File: src/rtl/signed_divider.sv
// Sequential signed restoring divider: one quotient bit per cycle, truncating toward zero.
// Define DIV_SATURATE_EN to saturate quotients on overflow and divide-by-zero instead of wrapping.
module signed_divider #(
    parameter int W = 8
) (
    input  logic         clk,
    input  logic         rst,
    input  logic         start,
    input  logic [W-1:0] a,
    input  logic [W-1:0] b,
    output logic         busy,
    output logic         done,
    output logic [W-1:0] quot,
    output logic [W-1:0] rem,
    output logic         ovf,
    output logic         dbz
);

    localparam int CW = $clog2(W + 1);

    typedef enum logic [1:0] {IDLE, CALC, DONE} state_t;

    state_t         state;
    logic [W-1:0]   dq;
    logic [W-1:0]   dvs;
    logic [W-1:0]   r;
    logic [CW-1:0]  cnt;
    logic           sign_q;
    logic           sign_r;
    logic           ovf_c;
    logic           dbz_c;

    logic [W:0]     rem_shift;
    logic [W:0]     trial;
    logic [W-1:0]   r_next;
    logic [W-1:0]   q_next;
    logic [W-1:0]   quot_val;
    logic [W-1:0]   rem_val;
    logic [W-1:0]   a_abs;
    logic [W-1:0]   b_abs;
    logic           accept;

    // |a| and |b| are held unsigned, so the most negative operand still fits in W bits.
    always_comb begin
        a_abs = a[W-1] ? -a : a;
        b_abs = b[W-1] ? -b : b;
        accept = start && (state == IDLE || state == DONE);

        rem_shift = {r, dq[W-1]};
        trial     = rem_shift - {1'b0, dvs};
        if (!trial[W]) begin
            r_next = trial[W-1:0];
            q_next = {dq[W-2:0], 1'b1};
        end else begin
            r_next = rem_shift[W-1:0];
            q_next = {dq[W-2:0], 1'b0};
        end

        quot_val = sign_q ? -q_next : q_next;
        rem_val  = sign_r ? -r_next : r_next;
`ifdef DIV_SATURATE_EN
        if (dbz_c) begin
            quot_val = sign_r ? {1'b1, {(W-1){1'b0}}} : {1'b0, {(W-1){1'b1}}};
            rem_val  = '0;
        end else if (ovf_c) begin
            quot_val = {1'b0, {(W-1){1'b1}}};
            rem_val  = '0;
        end
`else
        // A zero divisor already leaves |a| in the remainder; only the quotient needs forcing.
        if (dbz_c) begin
            quot_val = '1;
        end
`endif
    end

    always_ff @(posedge clk) begin
        if (rst) begin
            state  <= IDLE;
            busy   <= 1'b0;
            done   <= 1'b0;
            quot   <= '0;
            rem    <= '0;
            ovf    <= 1'b0;
            dbz    <= 1'b0;
            dq     <= '0;
            dvs    <= '0;
            r      <= '0;
            cnt    <= '0;
            sign_q <= 1'b0;
            sign_r <= 1'b0;
            ovf_c  <= 1'b0;
            dbz_c  <= 1'b0;
        end else begin
            done <= 1'b0;
            if (accept) begin
                state  <= CALC;
                busy   <= 1'b1;
                dq     <= a_abs;
                dvs    <= b_abs;
                r      <= '0;
                cnt    <= CW'(W);
                sign_q <= a[W-1] ^ b[W-1];
                sign_r <= a[W-1];
                ovf_c  <= (a == {1'b1, {(W-1){1'b0}}}) && (b == '1);
                dbz_c  <= (b == '0);
            end else begin
                case (state)
                    CALC: begin
                        r   <= r_next;
                        dq  <= q_next;
                        cnt <= cnt - 1'b1;
                        if (cnt == CW'(1)) begin
                            state <= DONE;
                            busy  <= 1'b0;
                            done  <= 1'b1;
                            quot  <= quot_val;
                            rem   <= rem_val;
                            ovf   <= ovf_c;
                            dbz   <= dbz_c;
                        end
                    end
                    DONE:    state <= IDLE;
                    default: state <= IDLE;
                endcase
            end
        end
    end

endmodule

File: config.mk
export PLATFORM = sky130hd
export DESIGN_NAME = signed_divider
export DESIGN_NICKNAME = d
export VERILOG_FILES = /design/src/rtl/signed_divider.sv
export SDC_FILE = /design/constraint.sdc
export NUM_CORES = 1
export LEC_CHECK = 0
export BUFFER_PORTS_ARGS = -buffer_cell sky130_fd_sc_hd__buf_2
export CORE_UTILIZATION = 60
export CTS_BUF_LIST = sky130_fd_sc_hd__clkbuf_4 sky130_fd_sc_hd__clkbuf_8 sky130_fd_sc_hd__clkbuf_16
export DETAILED_ROUTE_END_ITERATION = 16
export PLACE_DENSITY = 0.82
export SYNTH_ARGS = -nofsm -noshare
export SYNTH_HDL_FRONTEND = slang
export SYNTH_SLANG_ARGS = --single-unit
export TNS_END_PERCENT = 30
File: constraint.sdc
create_clock -name clk -period 6.91 [get_ports clk]
set_input_delay 1.0365 -clock clk [delete_from_list [all_inputs] [get_ports clk]]
set_output_delay 1.0365 -clock clk [all_outputs]
set_load 0.03 [all_outputs]
# [After elaboration in Yosys (flattened, before gate mapping)]
# Index checks and enable logic that the tools add are counted.
[totals] register_bits=54 out_inout_bits=20 input_bits=19
[op_classes] n_eq_ne=6 bitwise_logic=3 n_reduce_logical=11 muxes=18 n_addsub=6
[op_table] op="2-to-1 mux 8 bit" count=8
[op_table] op="negation 8 bit" count=4
[op_table] op="== test 8 bit (second input constant)" count=2
[op_table] op="subtractor 9 x 8 -> 9 bit" count=1
[op_table] op="logical NOT 8 bit" count=1
[op_table] op="2-to-1 mux 1 bit" count=8
[op_table] op="2-to-1 mux 4 bit" count=2
[op_table] op="== test 4 x 1 -> 1 bit (second input constant)" count=1
[op_table] op="nonzero test 2 bit" count=2
[op_table] op="subtractor 4 x 1 -> 4 bit (second input constant)" count=1
[op_table] op="!= test 3 bit (second input constant)" count=1
[op_table] op="AND reduction 3 bit" count=1
[op_table] op="OR reduction 3 bit" count=1
[op_table] op="== test 2 x 1 -> 1 bit (second input constant)" count=1
[op_table] op="== test 2 bit (second input constant)" count=1
[op_table] op="logical AND 1 bit" count=2
[op_table] op="logical NOT 2 bit" count=1
[op_table] op="NOT 1 bit" count=2
[op_table] op="AND reduction 2 bit" count=1
[op_table] op="OR reduction 2 bit" count=1
[op_table] op="logical OR 1 bit" count=1
[op_table] op="bitwise XOR 1 bit" count=1

# [Logic depth before layout (Yosys ltp)]
[logic_depth] ltp_word=5 mapped_depth=14 mapped_depth_nobuf=14

# [Worst setup path after synthesis]
# No wires, ideal clock.
[synth_path] path_kind="register to register" start="reg dq[7]" end="reg quot[6]" t_required_ps=6819 stages_incl_launch_ff=15 setup_slack_ps=3954 synth_period_minus_slack_ps=2956 arrival_time_ps=2865 path_cell_list="dfxtp_1 inv_1 ha_1 inv_1 fa_1 a21o_1 a311oi_2 nor3_2 nor2_1 clkinv_1 ha_1 nand2b_1 o21ai_0 xor2_1 a311oi_1"
[synth_between] elab_chain_len=5
[synth_lines] item="start: declaration" line="24" rtl="logic [W-1:0] dq;"
[synth_lines] item="start signal: assignment" line="99" rtl="dq <= a_abs;"
[synth_lines] item="start signal: assignment" line="111" rtl="dq <= q_next;"
[synth_lines] item="subtractor 9 x 8 -> 9 bit" line="50" rtl="trial = rem_shift - {1'b0, dvs};"
[synth_lines] item="2-to-1 mux 1 bit" line="51" rtl="if (!trial[W]) begin"
[synth_lines] item="negation 8 bit" line="59" rtl="quot_val = sign_q ? -q_next : q_next;"
[synth_lines] item="2-to-1 mux 8 bit" line="59"
[synth_lines] item="2-to-1 mux 8 bit" line="71" rtl="if (dbz_c) begin"
[synth_lines] item="end signal: assignment" line="117" rtl="quot <= quot_val;"
[synth_lines] item="end: declaration" line="13" rtl="output logic [W-1:0] quot,"
# Every way passes these cells.
# A chain may end at the register's enable or synchronous reset.

# [Worst setup path after layout]
[layout_path] start="reg dq[7]" end="reg quot[4]"
# The elaborated chain is that of the path after synthesis.

==> results_dict.tcl <==
set metrics [dict create \
    status "complete, no violations" \
    core-area_mm2 0.00524 \
    drc_errors 0 \
    p_switching_mw 0.298 \
    pwr-share-clk 0.222 \
    grt_pass1_wl_mm 13.1 \
    ys.flop_type "dfxtp_1" \
    final.min_clock_period_ns 4.08 \
    fp.dieH_um 76.8 \
    synth_cells 423 \
    crit_type "register to register" \
    power_density_mw_per_mm2 222 \
    ys_types 55 \
    vias 3183 \
    grt_max_degree 45 \
    max_freq_mhz 245 \
    syn_avg_cell_area_um2 7.93 \
    antenna_found_initial 0 \
    path_clk_slew_ns 0.10 \
    utilization 0.696 \
    fp-row-count 26 \
    seq_power_share 0.429 \
    max_slew.worst_pin.slew_ns 0.773 \
    p_comb_frac 0.349 \
    antenna_cells 0 \
    drtIter0Drc 249 \
    dieArea_mm2 0.00590 \
    cap_violations 0 \
    whs_ns 0.463 \
    via_per_inst 6.14 \
    cts.path.max_buffers 2 \
    cts-root-buf "clkbuf_8" \
    required_ns 7.11 \
    wl_mm 7.81 \
    grt_pass1_vias 2803 \
    grt_use_total 0.274 \
    relSlewSlack 0.485 \
    cts_hold_buf 0 \
    cp.arrival_ns 4.28 \
    numCtsBuffers 5 \
    instances_no_fill 518 \
    hold_violations 0 \
    max-vdd-ir-drop_v 0.000152 \
    grt_setup_unrepaired "no" \
    cts_setup_buffers 0 \
    tritoncts "done" \
    drt_first_pass_iters 5 \
    nets 481 \
    num-fill-cells 439 \
    clk_latency_ns 0.31 \
    setup_violations 0 \
    fin_setup_tns_ns 0 \
    reg2reg_slack_ns 2.83 \
    synth_nets 457 \
    power_mw 0.807 \
    wl_per_cell_um 15.1 \
    skew_ns 0.00575 \
    postRouteAntennaNets 0 \
    switching_share 0.369 \
    finalMaxSlewViolations 0 \
    leakage_nw 1.41 \
    portBuffers 38 \
    cts-resized-gates 0 \
    syn_area_mm2 0.00336 \
    area_growth_pct 8.58 \
    die_width_um 76.8 \
    ff_latch_area_mm2 0.00108 \
    yosys_warnings 0 \
    cts_max_level 2 \
    synth-seq-area-share 0.322 \
    dp_hpwl_mm 5.80 \
    drive_gt1_frac 0.123 \
    multiInputGateArea_mm2 0.00207 \
    routabilityCongestion 0.889 \
    grt_overflow 0 \
    async_flop_share 0 \
    synth_edf_count 0 \
    dp.cells 510 \
    hold_class "register to register" \
    ioPinCount 39 \
    end_kind "register" \
    initial_core_util 0.641 \
    cts_sinks 54 \
    cp_max_fo 11 \
    worst_setup_path_start_kind "register" \
    yosys_register_bits 54 \
    finalCritPeriodShare 0.591 \
    cell_internal_pwr_mw 0.510 \
]
==> routing by layer <==
metal  up-vias  routed length (µm)  GRT usage
met4         0                 158     0.0808
li1       1562                   -          -
met3        20                 423     0.0512
met1      1479                3700      0.373
met2       122                3530      0.440
met5         -                   0          0
==> area by class of cell <==
cell class                 count  share of cell area
clock inverter                 3             0.00515
inverter                      27              0.0278
tap                           70              0.0240
sequential                    54               0.297
clock buffer                   5              0.0189
timing repair buffer          41              0.0584
multi-input combinational    318               0.569
==> cells in the final DEF (no fill, tap or decap), types with 4 or more instances in the layout <==
cell and instances:
a211oi_1 11, a21o_1 4, a21oi_1 30, a22oi_1 6, a311oi_1 15, a31oi_1 4, a32oi_1 4, buf_2 38
clkbuf_8 5, dfxtp_1 54, ha_1 14, inv_1 26, nand2_1 45, nand2b_1 8, nand3_1 4, nand3b_1 4
nor2_1 49, nor2b_1 4, nor3_1 6, nor4_1 4, o21a_1 4, o21ai_0 14, o31ai_1 5, or3_1 5
xnor2_1 24, xor2_1 11
==> sequential cells by signal, summed over array words and instances (netlist names) <==
name	cells
dbz	1
sign_r	1
dvs	8
quot	8
rem	8
ovf_c	1
ovf	1
dq	8
state	2
dbz_c	1
r	8
sign_q	1
busy	1
done	1
cnt	4
==> worst max-delay path: stages (launching register included) <==
cell and delay, ns:
dfxtp_1 0.36, inv_1 0.09, ha_1 0.15, inv_1 0.05, fa_1 0.44, a21o_1 0.24
a311oi_2 0.45, nor3_2 0.14, nor2_1 0.58, clkinv_1 0.46, ha_1 0.33, nand2b_1 0.09
o21ai_0 0.09, xor2_1 0.16, a311oi_1 0.34
==> Yosys cell counts, drive strengths merged (6+ instances only) <==
| cell | number | area, µm² |
|---|---|---|
| xnor2 | 24 | 210 |
| a21oi | 30 | 150 |
| nand2 | 45 | 169 |
| a22oi | 6 | 45.0 |
| inv | 26 | 97.6 |
| xor2 | 11 | 96.3 |
| nand2b | 8 | 50.1 |
| o21ai | 14 | 70.1 |
| a211oi | 11 | 82.6 |
| clkbuf | 21 | 78.8 |
| dfxtp | 54 | 1080 |
| nor2 | 49 | 184 |
| a311oi | 17 | 161 |
| nor3 | 7 | 40.0 |
| ha | 14 | 175 |
==> logic make-up (layout without fill, tap and decap cells) <==
group	Yosys count	in the layout	share of synthesized area
buf+inv	51	76	0.0600
compound gates	118	118	0.251
simple gates	147	147	0.208
xor+xnor	35	35	0.0913
flops	54	54	0.322
mux	3	3	0.00895
fa+ha+maj	15	15	0.0582
==> power groups by stage <==
stage                     combinational (mW)  sequential (mW)  clock (mW)
after floorplan                        0.217            0.352           0
after global placement                 0.269            0.352           0
after detailed placement               0.275            0.352           0
after CTS                              0.276            0.345       0.180
after global routing                   0.311            0.349       0.192
final                                  0.282            0.346       0.179
==> final timing paths <==
| check | start | endpoint | depth (start not counted) |
|---|---|---|---|
| worst max-delay path | dq[7]$_SDFFE_PP0N_ | quot[4]$_SDFFE_PP0P_ | 14 |
| worst min-delay path | dvs[0]$_SDFFE_PP0P_ | dvs[0]$_SDFFE_PP0P_ | 2 |
| worst max register to register | dq[7]$_SDFFE_PP0N_ | quot[4]$_SDFFE_PP0P_ | 14 |
| worst min register to register | dvs[0]$_SDFFE_PP0P_ | dvs[0]$_SDFFE_PP0P_ | 2 |
==> per-stage QoR <==
stage	setup slack (ns)	area, µm²
global route	2.52	3640
CTS	2.91	3640
finish	2.83	3640
global placement	3.21	3560
detailed placement	2.93	3560
floorplan	3.95	3360
(Power assumes the default switching activity.)
